## src/rtl/pipelined_compressor_accumulator_if.sv

```systemverilog
// Valid/ready stream bundle for the compressor accumulator: beat input side and result output side.
interface pipelined_compressor_accumulator_if #(
   parameter int NUM_ELEMENTS = 9,
   parameter int BIT_LEN      = 16,
   parameter int CNT_W        = 8
);
   logic                in_valid;
   logic                in_ready;
   logic [BIT_LEN-1:0]  in_terms [NUM_ELEMENTS];
   logic                in_last;
   logic                out_valid;
   logic                out_ready;
   logic [BIT_LEN-1:0]  out_sum;
   logic [CNT_W-1:0]    out_beats;

   modport master (
      output in_valid, in_terms, in_last, out_ready,
      input  in_ready, out_valid, out_sum, out_beats
   );

   modport slave (
      input  in_valid, in_terms, in_last, out_ready,
      output in_ready, out_valid, out_sum, out_beats
   );
endinterface

```

## src/rtl/pipelined_compressor_accumulator.sv

```systemverilog
// Pipelined multi-operand adder: 3:2 CSA tree with periodic register slices, final CPA,
// optional per-packet accumulation. One global stall signal freezes the whole pipe.
module pipelined_compressor_accumulator #(
   parameter int NUM_ELEMENTS     = 9,
   parameter int BIT_LEN          = 16,
   parameter int LEVELS_PER_STAGE = 2,
   parameter int ACCUMULATE       = 0,
   parameter int CNT_W            = 8
) (
   input logic                            clk,
   input logic                            rst,
   pipelined_compressor_accumulator_if.slave bus
);

   function automatic int calc_levels(input int n);
      int m;
      int l;
      m = n;
      l = 0;
      while (m > 2) begin
         m = 2 * (m / 3) + m % 3;
         l++;
      end
      return l;
   endfunction

   localparam int L    = calc_levels(NUM_ELEMENTS);
   localparam int P    = (L + LEVELS_PER_STAGE - 1) / LEVELS_PER_STAGE;
   localparam int PA   = (P > 0) ? P : 1;
   // at least two rows so the final adder always has an S and a C operand
   localparam int ROWS = (NUM_ELEMENTS < 2) ? 2 : NUM_ELEMENTS;

   typedef logic [ROWS-1:0][BIT_LEN-1:0] rows_t;

   rows_t               slice_q [PA];
   rows_t               slice_d [PA];
   rows_t               slice_new [PA];
   logic [PA-1:0]       slice_vld_q, slice_vld_d;
   logic [PA-1:0]       slice_last_q, slice_last_d;

   rows_t               fin_rows;
   logic                fin_vld;
   logic                fin_last;
   logic [BIT_LEN-1:0]  beat;

   logic                adv;
   logic                out_valid_q, out_valid_d;
   logic [BIT_LEN-1:0]  out_sum_q, out_sum_d;
   logic [CNT_W-1:0]    out_beats_q, out_beats_d;
   logic [BIT_LEN-1:0]  acc_q, acc_d;
   logic [CNT_W-1:0]    cnt_q, cnt_d;
   logic [CNT_W-1:0]    cnt_inc;

   assign adv = !out_valid_q || bus.out_ready;

   // Whole tree unrolled here; levels that start a new stage read the preceding slice register.
   always_comb begin
      rows_t cur;
      rows_t nxt;
      logic [BIT_LEN-1:0] maj;
      int n;
      cur = '0;
      nxt = '0;
      maj = '0;
      for (int i = 0; i < NUM_ELEMENTS; i++) cur[i] = bus.in_terms[i];
      n = NUM_ELEMENTS;
      for (int k = 0; k < PA; k++) slice_new[k] = '0;
      for (int l = 0; l < L; l++) begin
         if (l > 0 && (l % LEVELS_PER_STAGE) == 0) cur = slice_q[l / LEVELS_PER_STAGE - 1];
         nxt = '0;
         for (int t = 0; t < ROWS / 3; t++) begin
            if (3 * t + 2 < n) begin
               maj = (cur[3*t] & cur[3*t+1]) | (cur[3*t] & cur[3*t+2]) | (cur[3*t+1] & cur[3*t+2]);
               nxt[2*t]   = cur[3*t] ^ cur[3*t+1] ^ cur[3*t+2];
               nxt[2*t+1] = maj << 1;
            end
         end
         for (int j = 0; j < 2; j++) begin
            if (j < n % 3) nxt[2*(n/3)+j] = cur[3*(n/3)+j];
         end
         cur = nxt;
         n   = 2 * (n / 3) + n % 3;
         if (((l + 1) % LEVELS_PER_STAGE) == 0 || (l + 1) == L) slice_new[l / LEVELS_PER_STAGE] = cur;
      end
      fin_rows = (P > 0) ? slice_q[PA-1] : cur;
   end

   always_comb begin
      for (int k = 0; k < PA; k++) begin
         slice_d[k]      = slice_q[k];
         slice_vld_d[k]  = slice_vld_q[k];
         slice_last_d[k] = slice_last_q[k];
         if (adv) begin
            slice_d[k] = slice_new[k];
            if (k == 0) begin
               slice_vld_d[k]  = bus.in_valid;
               slice_last_d[k] = bus.in_last;
            end else begin
               slice_vld_d[k]  = slice_vld_q[k-1];
               slice_last_d[k] = slice_last_q[k-1];
            end
         end
      end
   end

   assign fin_vld  = (P > 0) ? slice_vld_q[PA-1]  : bus.in_valid;
   assign fin_last = (P > 0) ? slice_last_q[PA-1] : bus.in_last;
   assign beat     = fin_rows[0] + fin_rows[1];
   assign cnt_inc  = (cnt_q == '1) ? cnt_q : cnt_q + CNT_W'(1);

   always_comb begin
      out_valid_d = out_valid_q;
      out_sum_d   = out_sum_q;
      out_beats_d = out_beats_q;
      acc_d       = acc_q;
      cnt_d       = cnt_q;
      if (adv) begin
         if (!fin_vld) begin
            out_valid_d = 1'b0;
         end else if (ACCUMULATE == 0) begin
            out_sum_d   = beat;
            out_beats_d = CNT_W'(1);
            out_valid_d = 1'b1;
         end else if (!fin_last) begin
            acc_d       = acc_q + beat;
            cnt_d       = cnt_inc;
            out_valid_d = 1'b0;
         end else begin
            out_sum_d   = acc_q + beat;
            out_beats_d = cnt_inc;
            out_valid_d = 1'b1;
            acc_d       = '0;
            cnt_d       = '0;
         end
      end
   end

   always_ff @(posedge clk) begin
      if (rst) begin
         for (int k = 0; k < PA; k++) slice_q[k] <= '0;
         slice_vld_q  <= '0;
         slice_last_q <= '0;
         out_valid_q  <= 1'b0;
         out_sum_q    <= '0;
         out_beats_q  <= '0;
         acc_q        <= '0;
         cnt_q        <= '0;
      end else begin
         for (int k = 0; k < PA; k++) slice_q[k] <= slice_d[k];
         slice_vld_q  <= slice_vld_d;
         slice_last_q <= slice_last_d;
         out_valid_q  <= out_valid_d;
         out_sum_q    <= out_sum_d;
         out_beats_q  <= out_beats_d;
         acc_q        <= acc_d;
         cnt_q        <= cnt_d;
      end
   end

   assign bus.in_ready  = adv;
   assign bus.out_valid = out_valid_q;
   assign bus.out_sum   = out_sum_q;
   assign bus.out_beats = out_beats_q;

endmodule

```

## src/flat_wrapper.sv

```systemverilog
// flat-port wrapper written by rule: the top's interface ports become plain ports
module pipelined_compressor_accumulator_flat 
#(
   parameter int NUM_ELEMENTS     = 9,
   parameter int BIT_LEN          = 16,
   parameter int LEVELS_PER_STAGE = 2,
   parameter int ACCUMULATE       = 0,
   parameter int CNT_W            = 8
)
  (clk, rst, bus_in_valid, bus_in_terms, bus_in_last, bus_out_ready, bus_in_ready, bus_out_valid, bus_out_sum, bus_out_beats);
  pipelined_compressor_accumulator_if #(.NUM_ELEMENTS(NUM_ELEMENTS), .BIT_LEN(BIT_LEN), .CNT_W(CNT_W)) bus_i ();
  input logic clk;
  input logic rst;
  input wire logic [$bits(bus_i.in_valid)-1:0] bus_in_valid;
  input wire logic [$bits(bus_i.in_terms)-1:0] bus_in_terms;
  input wire logic [$bits(bus_i.in_last)-1:0] bus_in_last;
  input wire logic [$bits(bus_i.out_ready)-1:0] bus_out_ready;
  output wire logic [$bits(bus_i.in_ready)-1:0] bus_in_ready;
  output wire logic [$bits(bus_i.out_valid)-1:0] bus_out_valid;
  output wire logic [$bits(bus_i.out_sum)-1:0] bus_out_sum;
  output wire logic [$bits(bus_i.out_beats)-1:0] bus_out_beats;
  assign bus_i.in_valid = bus_in_valid;
  assign bus_i.in_terms = {>>{bus_in_terms}};
  assign bus_i.in_last = bus_in_last;
  assign bus_i.out_ready = bus_out_ready;
  assign bus_in_ready = bus_i.in_ready;
  assign bus_out_valid = bus_i.out_valid;
  assign bus_out_sum = bus_i.out_sum;
  assign bus_out_beats = bus_i.out_beats;
  pipelined_compressor_accumulator #(.NUM_ELEMENTS(NUM_ELEMENTS), .BIT_LEN(BIT_LEN), .LEVELS_PER_STAGE(LEVELS_PER_STAGE), .ACCUMULATE(ACCUMULATE), .CNT_W(CNT_W)) u_core (.clk(clk), .rst(rst), .bus(bus_i));
endmodule
```

## config.mk

```make
export PLATFORM = sky130hd
export DESIGN_NAME = pipelined_compressor_accumulator_flat
export DESIGN_NICKNAME = d
export VERILOG_FILES = /design/src/rtl/pipelined_compressor_accumulator_if.sv /design/src/rtl/pipelined_compressor_accumulator.sv /design/src/flat_wrapper.sv
export SDC_FILE = /design/constraint.sdc
export NUM_CORES = 1
export LEC_CHECK = 0
export CORE_UTILIZATION = 55
export CTS_BUF_LIST = sky130_fd_sc_hd__clkbuf_16
export DETAILED_ROUTE_END_ITERATION = 8
export HOLD_SLACK_MARGIN = 0.02
export PLACE_DENSITY = 0.87
export SKIP_LAST_GASP = 1
export SLEW_MARGIN = 20
export SYNTH_ARGS = -nofsm -noshare
export SYNTH_HDL_FRONTEND = slang
export SYNTH_SLANG_ARGS = --single-unit
export TNS_END_PERCENT = 10
```

## constraint.sdc

```tcl
create_clock -name clk -period 3.5 [get_ports clk]
set_input_delay 0.875 -clock clk [delete_from_list [all_inputs] [get_ports clk]]
set_output_delay 0.875 -clock clk [all_outputs]
set_load 0.02 [all_outputs]
```

==> impl_metrics.csv, run 1 <==
group,metric,value,unit
run_status,outcome,"finished, final reports clean",
power,p_leak,4.27,nW
power,power_density,458,nW/µm²
grt,grt_pass1_wl,25400,µm
sta,maxSlewViolCount,0,
yosys,yosys-top-cells-count,"199 x nand2_1, 157 x inv_1, 111 x dfxtp_1",
detailed_routing,drtPass1Iterations,4,
sta,setup_viol,0,
yosys,yosysSeqAreaShare,30.7,%
yosys,synth_area_per_cell,8.58,µm²
clocking,cts_resized,0,
floorplanning,core,12700,µm²
worst_setup_path,startpoint_type,"input pin",
yosys,synth_compound_area_share,11.4,%
sta,tns,0,ns
yosys,ys.flop_type,"dfxtp_1",
clocking,post-cts-setup-buffers,0,
placement,hpwl,11200,µm
grt,grt_overflow_total,0,
sta,skew,0.00715,ns
power,vdd_drop_max,0.000270,V
floorplanning,rows,41,
yosys,synth_top_family_by_area,"adder cells",
clocking,clock_latency,0.34,ns
detailed_routing,drc,0,
sta,clock.fmax,0.335,GHz
yosys,yosys_register_bits,111,
yosys,synth_top_area_share,30.7,%
grt,antenna_found_initial,0,
floorplanning,ioPinCount,175,
sta,worst_pin_slew,0.929,ns
worst_setup_path,cp.required,2.62,ns
yosys,synth.top_cells.by_area,"dfxtp_1 31%, fa_1 28%, nand2_1 10%",
clocking,cts_tree,"built",
clocking,hold_buffers,0,
grt,grt_pass1_vias,5881,
sta,period_share,85.4,%
clocking,cts_inserted_buffers,9,
detailed_routing,drt_iter0_markers,323,
cells_and_area,stdcell_count,1163,
detailed_routing,avgRoutedWirePerCell,12.5,µm
flow_run,cap_violations,0,
floorplanning,die_h,117,µm
floorplanning,start_util,56.8,%
clocking,cts_root_buffer,"clkbuf_16",
worst_setup_path,critPathKind,"input pin to primary output",
cells_and_area,area_growth_syn_to_layout,28.5,%
sta,period_minus_slack,2.99,ns
floorplanning,dieArea,13600,µm²
yosys,synthSimpleGateAreaFrac,14.3,%
yosys,synthCells,843,
yosys,async_flop_share,0,%
cells_and_area,nets,1252,
yosys,synthAdderAreaFrac,30.7,%
worst_setup_path,cp_max_fo,4,
yosys,synthXorXnorAreaFrac,1.94,%
yosys,yosysTopAreaCell,"dfxtp_1",
detailed_routing,routed_via_density,4.94,
clocking,path_clk_slew,0.07,ns
yosys,yosysMostFrequentCell,"nand2_1",
sta,slew_headroom,38.1,%
yosys,syn_area,7230,µm²
clocking,clockBufferDepth,2,
placement,numPortBuffers,166,
placement,place.gp.congestion,0.791,
yosys,synth.distinct_cells,46,
yosys,ys_warn_count,0,
detailed_routing,ant_nets,0,
grt,grt_max_degree,97,
sta,final_hold_viol_count,0,
cells_and_area,num_antenna_cells,0,
worst_setup_path,cp-end-kind,"primary output",
yosys,synth-edff-count,0,
yosys,muxShareOfSynthArea,0,%
grt,groute.usage.overall,23.4,%
floorplanning,die_w,117,µm
cells_and_area,drive_gt1_share,2.72,%
clocking,cts_htree_levels,3,
sta,rsz0062_at_grt,"false",
detailed_routing,routed_wl,14600,µm
detailed_routing,num_vias,5745,
worst_hold_path,hp-class,"flip-flop to flip-flop",
worst_setup_path,cp_data_arrival_time,2.11,ns
clocking,cts_sinks,111,
placement,dpl.cell_count,1147,
cell usage in the layout (no fill, tap or decap), types with 3 or more instances in the layout:
| master | instances |
|---|---|
| xor2_1 | 3 |
| nor2_1 | 13 |
| clkbuf_16 | 9 |
| buf_4 | 5 |
| inv_1 | 157 |
| and3_1 | 5 |
| fa_1 | 101 |
| dfxtp_1 | 111 |
| ha_1 | 16 |
| a21o_1 | 5 |
| clkdlybuf4s50_1 | 165 |
| nand2_1 | 199 |
| nand3_1 | 14 |
| o21ai_0 | 5 |
| a21oi_1 | 108 |
| nor3_1 | 6 |
| a211oi_1 | 5 |
| and2_1 | 3 |
| conb_1 | 7 |
| o21a_1 | 3 |
| xnor2_1 | 13 |
cells by family after synthesis:
kind of cell               after synthesis
DFF                                    111
other                                    1
AOI/OAI and AO/OA                      144
adders and majority gates              117
xor gates and xnor gates                16
buffers and inverters                  202
and+or+nand+nor                        252
through the flow:
stage	power [W]	hold slack (ns)	util (%)	instance area (µm²)	setup slack (ns)
floorplan	0.00266	0.432	-	7250	1.22
global placement	0.00308	0.440	70.5	8970	0.512
detailed placement	0.00315	0.445	70.5	8970	0.516
CTS	0.00426	0.453	73.1	9290	0.510
global route	0.00458	0.479	73.1	9290	0.479
finish	0.00425	0.450	73.1	9290	0.512
worst max-delay path, stage by stage:
cell and delay, ns:
clkdlybuf4s50_1 0.50, nor2b_4 0.05, inv_2 0.07, clkdlybuf4s50_1 0.62
area by class of cell:
class | instances | area (µm²)
fill | 965 | 3430
multi-input combinational | 536 | 4250
clock buffer | 9 | 225
sequential | 111 | 2220
timing repair buffer | 170 | 1690
clock inverter | 7 | 95.1
inverter | 158 | 593
tap | 172 | 215
flip-flops by register name, indices dropped and copies added (netlist names):
| signal | cells |
|---|---|
| u_core.bus.out_valid | 1 |
| u_core.slice_vld_q | 2 |
| u_core.bus.out_beats | 1 |
| u_core.slice_q | 91 |
| u_core.bus.out_sum | 16 |
per-layer routing:
| metal | track usage [%] | routed length [µm] |
|---|---|---|
| met1 | 31.5 | 6390 |
| met2 | 39.8 | 7380 |
| met3 | 3.17 | 569 |
| met4 | 6.67 | 245 |
| met5 | 0 | 0 |
power by group:
part           total [W]  switching, W  internal, W  leakage (nW)
Clock            0.00110      0.000467     0.000629         0.156
Sequential       0.00166      0.000161      0.00150         0.918
Combinational    0.00150      0.000782     0.000713          3.20
Total            0.00425       0.00141      0.00284          4.27
worst paths after layout:
check                                             from                     end  slack, ns  cells after the start
worst max-delay path                     bus_out_ready            bus_in_ready       0.51                      4
worst min-delay path             u_core.bus.out_sum[7]   u_core.bus.out_sum[7]       0.45                      2
worst max register to register  u_core.slice_q[0][146]  u_core.bus.out_sum[10]       1.33                      8
worst min register to register   u_core.bus.out_sum[7]   u_core.bus.out_sum[7]       0.45                      2
Note: power is estimated with default switching activity, not from simulation.
==> inputs of run 2 (changes only) <==
CORE_UTILIZATION = 56   (was 55)
CTS_BUF_LIST = sky130_fd_sc_hd__clkbuf_2 sky130_fd_sc_hd__clkbuf_4 sky130_fd_sc_hd__clkbuf_8   (was sky130_fd_sc_hd__clkbuf_16)
PLACE_DENSITY = 0.89   (was 0.87)
==> impl_metrics.csv, run 2 (synthesis gave the netlist of run 1 again) <==
group,metric,value,unit
run_status,outcome,"finished, final reports clean",
clocking,clockBufferDepth,2,
cells_and_area,regMostFlops,"u_core.slice_q",
worst_setup_path,crit_start,"bus_out_ready",
clocking,cts_htree_levels,3,
grt,groute.usage.overall,23.8,%
sta,maxSlewViolCount,0,
sta,clock.fmax,0.328,GHz
worst_setup_path,cp_data_arrival_time,2.18,ns
clocking,cts_inserted_buffers,9,
floorplanning,core,12600,µm²
cells_and_area,drive_gt1_share,2.82,%
cells_and_area,layout_commonest_cell,"nand2_1",
detailed_routing,drt_iter0_markers,350,
placement,place_area,8980,µm²
worst_setup_path,crit_path_max_incr_delay,0.67,ns
worst_setup_path,cp.required,2.62,ns
grt,grt_pass1_wl,25400,µm
power,p_switching,0.00138,W
cells_and_area,final.fill_count,905,
detailed_routing,ant_nets,0,
clocking,path_clk_slew,0.11,ns
cells_and_area,largest_reg_flops,91,
clocking,clock_latency,0.36,ns
grt,grt_pass1_vias,5783,
worst_setup_path,cp_common_cell,"clkdlybuf4s50_1",
clocking,post-cts-setup-buffers,0,
sta,tns,0,ns
flow_run,cap_violations,0,
power,power_frac_clock,21.5,%
worst_setup_path,critPathBufInv,3,
worst_setup_path,r2r_end,"u_core.bus.out_sum[10]",
sta,final_hold_viol_count,0,
floorplanning,dieArea,13400,µm²
sta,setup_viol,0,
cells_and_area,nets,1253,
grt,grt_overflow_total,0,
worst_setup_path,slowest_stage,"clkdlybuf4s50_1",
worst_setup_path,cp-end-kind,"primary output",
sta,slew_headroom,37.7,%
floorplanning,ioPinCount,175,
worst_setup_path,crit_chain,"clkdlybuf4s50_1 > nor2b_4 > inv_2 > clkdlybuf4s50_1",
power,sequentialPowerShare,41.3,%
worst_hold_path,hp-class,"flip-flop to flip-flop",
power,power.total,0.00402,W
detailed_routing,routed_wl,14800,µm
worst_setup_path,rrSetupSlack,1.31,ns
floorplanning,die_h,116,µm
power,power_density,437,nW/µm²
grt,grt_max_degree,97,
grt,antenna_found_initial,0,
detailed_routing,avgRoutedWirePerCell,12.7,µm
cells_and_area,mostFrequentLayoutCells,"199 x nand2_1, 165 x clkdlybuf4s50_1, 157 x inv_1, 111 x dfxtp_1, 108 x a21oi_1",
sta,worst_pin_slew,0.934,ns
power,p_int,0.00264,W
detailed_routing,drc,0,
placement,dpl.cell_count,1148,
clocking,cts_sinks,111,
cells_and_area,stdcell_count,1164,
worst_setup_path,critPathKind,"input pin to primary output",
clocking,cts_resized,0,
worst_setup_path,startpoint_type,"input pin",
floorplanning,start_util,57.3,%
worst_setup_path,critPathCapture,"bus_in_ready",
clocking,hold_buffers,0,
sta,period_minus_slack,3.05,ns
placement,hpwl,11400,µm
floorplanning,rows,41,
power,comb_power_share,37.1,%
cells_and_area,area_growth_syn_to_layout,27.3,%
worst_setup_path,cp_max_fo,4,
power,switching_share,34.3,%
worst_setup_path,critPathTopFamily,"buffers and inverters",
worst_setup_path,crit_cells,4,
sta,skew,0.0123,ns
cells_and_area,num_antenna_cells,0,
clocking,cts_root_buffer,"clkbuf_8",
placement,place.gp.congestion,0.792,
placement,numPortBuffers,166,
detailed_routing,num_vias,5786,
worst_setup_path,reg2reg_depth,8,
power,vdd_drop_max,0.000299,V
worst_setup_path,worst_r2r_startpoint,"u_core.slice_q[0][146]",
detailed_routing,drtPass1Iterations,7,
clocking,cts_tree,"built",
detailed_routing,routed_via_density,4.97,
sta,period_share,87.2,%
floorplanning,die_w,116,µm
power,p_leak,4.23,nW
sta,rsz0062_at_grt,"false",
cells_and_area,final_cell_area,9210,µm²
## run 2: worst reg2reg max path, delay by kind of cell (launching register included)
family | cells | cell delay [ns]
buffers and inverters | 1 | 0.05
and+or+nand+nor | 2 | 0.41
adders and majority gates | 2 | 0.53
AOI/OAI and AO/OA | 3 | 0.79
DFF | 1 | 0.35
## run 2: metrics by stage
step           util [%]  hold slack [ns]  setup WS (ns)
2_1_floorplan         -            0.432           1.22
3_3_place_gp       71.2            0.437          0.425
6_report           73.0            0.455          0.449
3_5_place_dp       71.2            0.445          0.462
5_1_grt            73.0            0.483          0.423
4_1_cts            73.0            0.460          0.449
## run 2: power groups by stage
stage / Sequential, W / Clock [W] / Combinational [W]
finish: 0.00166 / 0.000867 / 0.00149
floorplan: 0.00167 / 0 / 0.000988
global placement: 0.00167 / 0 / 0.00141
global route: 0.00169 / 0.000924 / 0.00170
detailed placement: 0.00169 / 0 / 0.00146
CTS: 0.00166 / 0.000871 / 0.00149
## run 2: layer usage
layer / vias up / wire, µm / track usage, %
met2: 149 / 7520 / 41.2
met4: 0 / 202 / 6.15
met1: 2763 / 6410 / 31.6
met3: 17 / 670 / 3.29
met5: - / 0 / 0
li1: 2857 / - / -
## run 2: final cells by class
class,instances,area [µm²],share of cell area (%)
multi-input cells,536,4250,46.2
flip-flops and latches,111,2220,24.1
repair buffers,171,1700,18.4
inverters,158,593,6.44
well taps,172,215,2.34
clock buffers,10,138,1.49
clock inverters,6,90.1,0.978
## run 2: how the worst min path moves through the flow
| stage | slack, ns | depth (start not counted) | end | from |
|---|---|---|---|---|
| final | 0.46 | 2 | u_core.slice_q[0][1] | u_core.slice_q[0][1] |
| after global routing | 0.48 | 2 | u_core.slice_q[0][152] | u_core.slice_q[0][152] |
| after CTS | 0.46 | 2 | u_core.slice_q[0][1] | u_core.slice_q[0][1] |
| after detailed placement | 0.44 | 2 | u_core.slice_q[0][1] | u_core.slice_q[0][1] |
| after global placement | 0.44 | 2 | u_core.bus.out_sum[13] | u_core.bus.out_sum[13] |
| after floorplan | 0.43 | 2 | u_core.slice_q[0][17] | u_core.slice_q[0][17] |
==> inputs of run 3 (changes only) <==
SKIP_CTS_REPAIR_TIMING = 1   (was default)
==> results of run 3 <==
No change in the layout: final DEF, timing and power equal those of run 2.
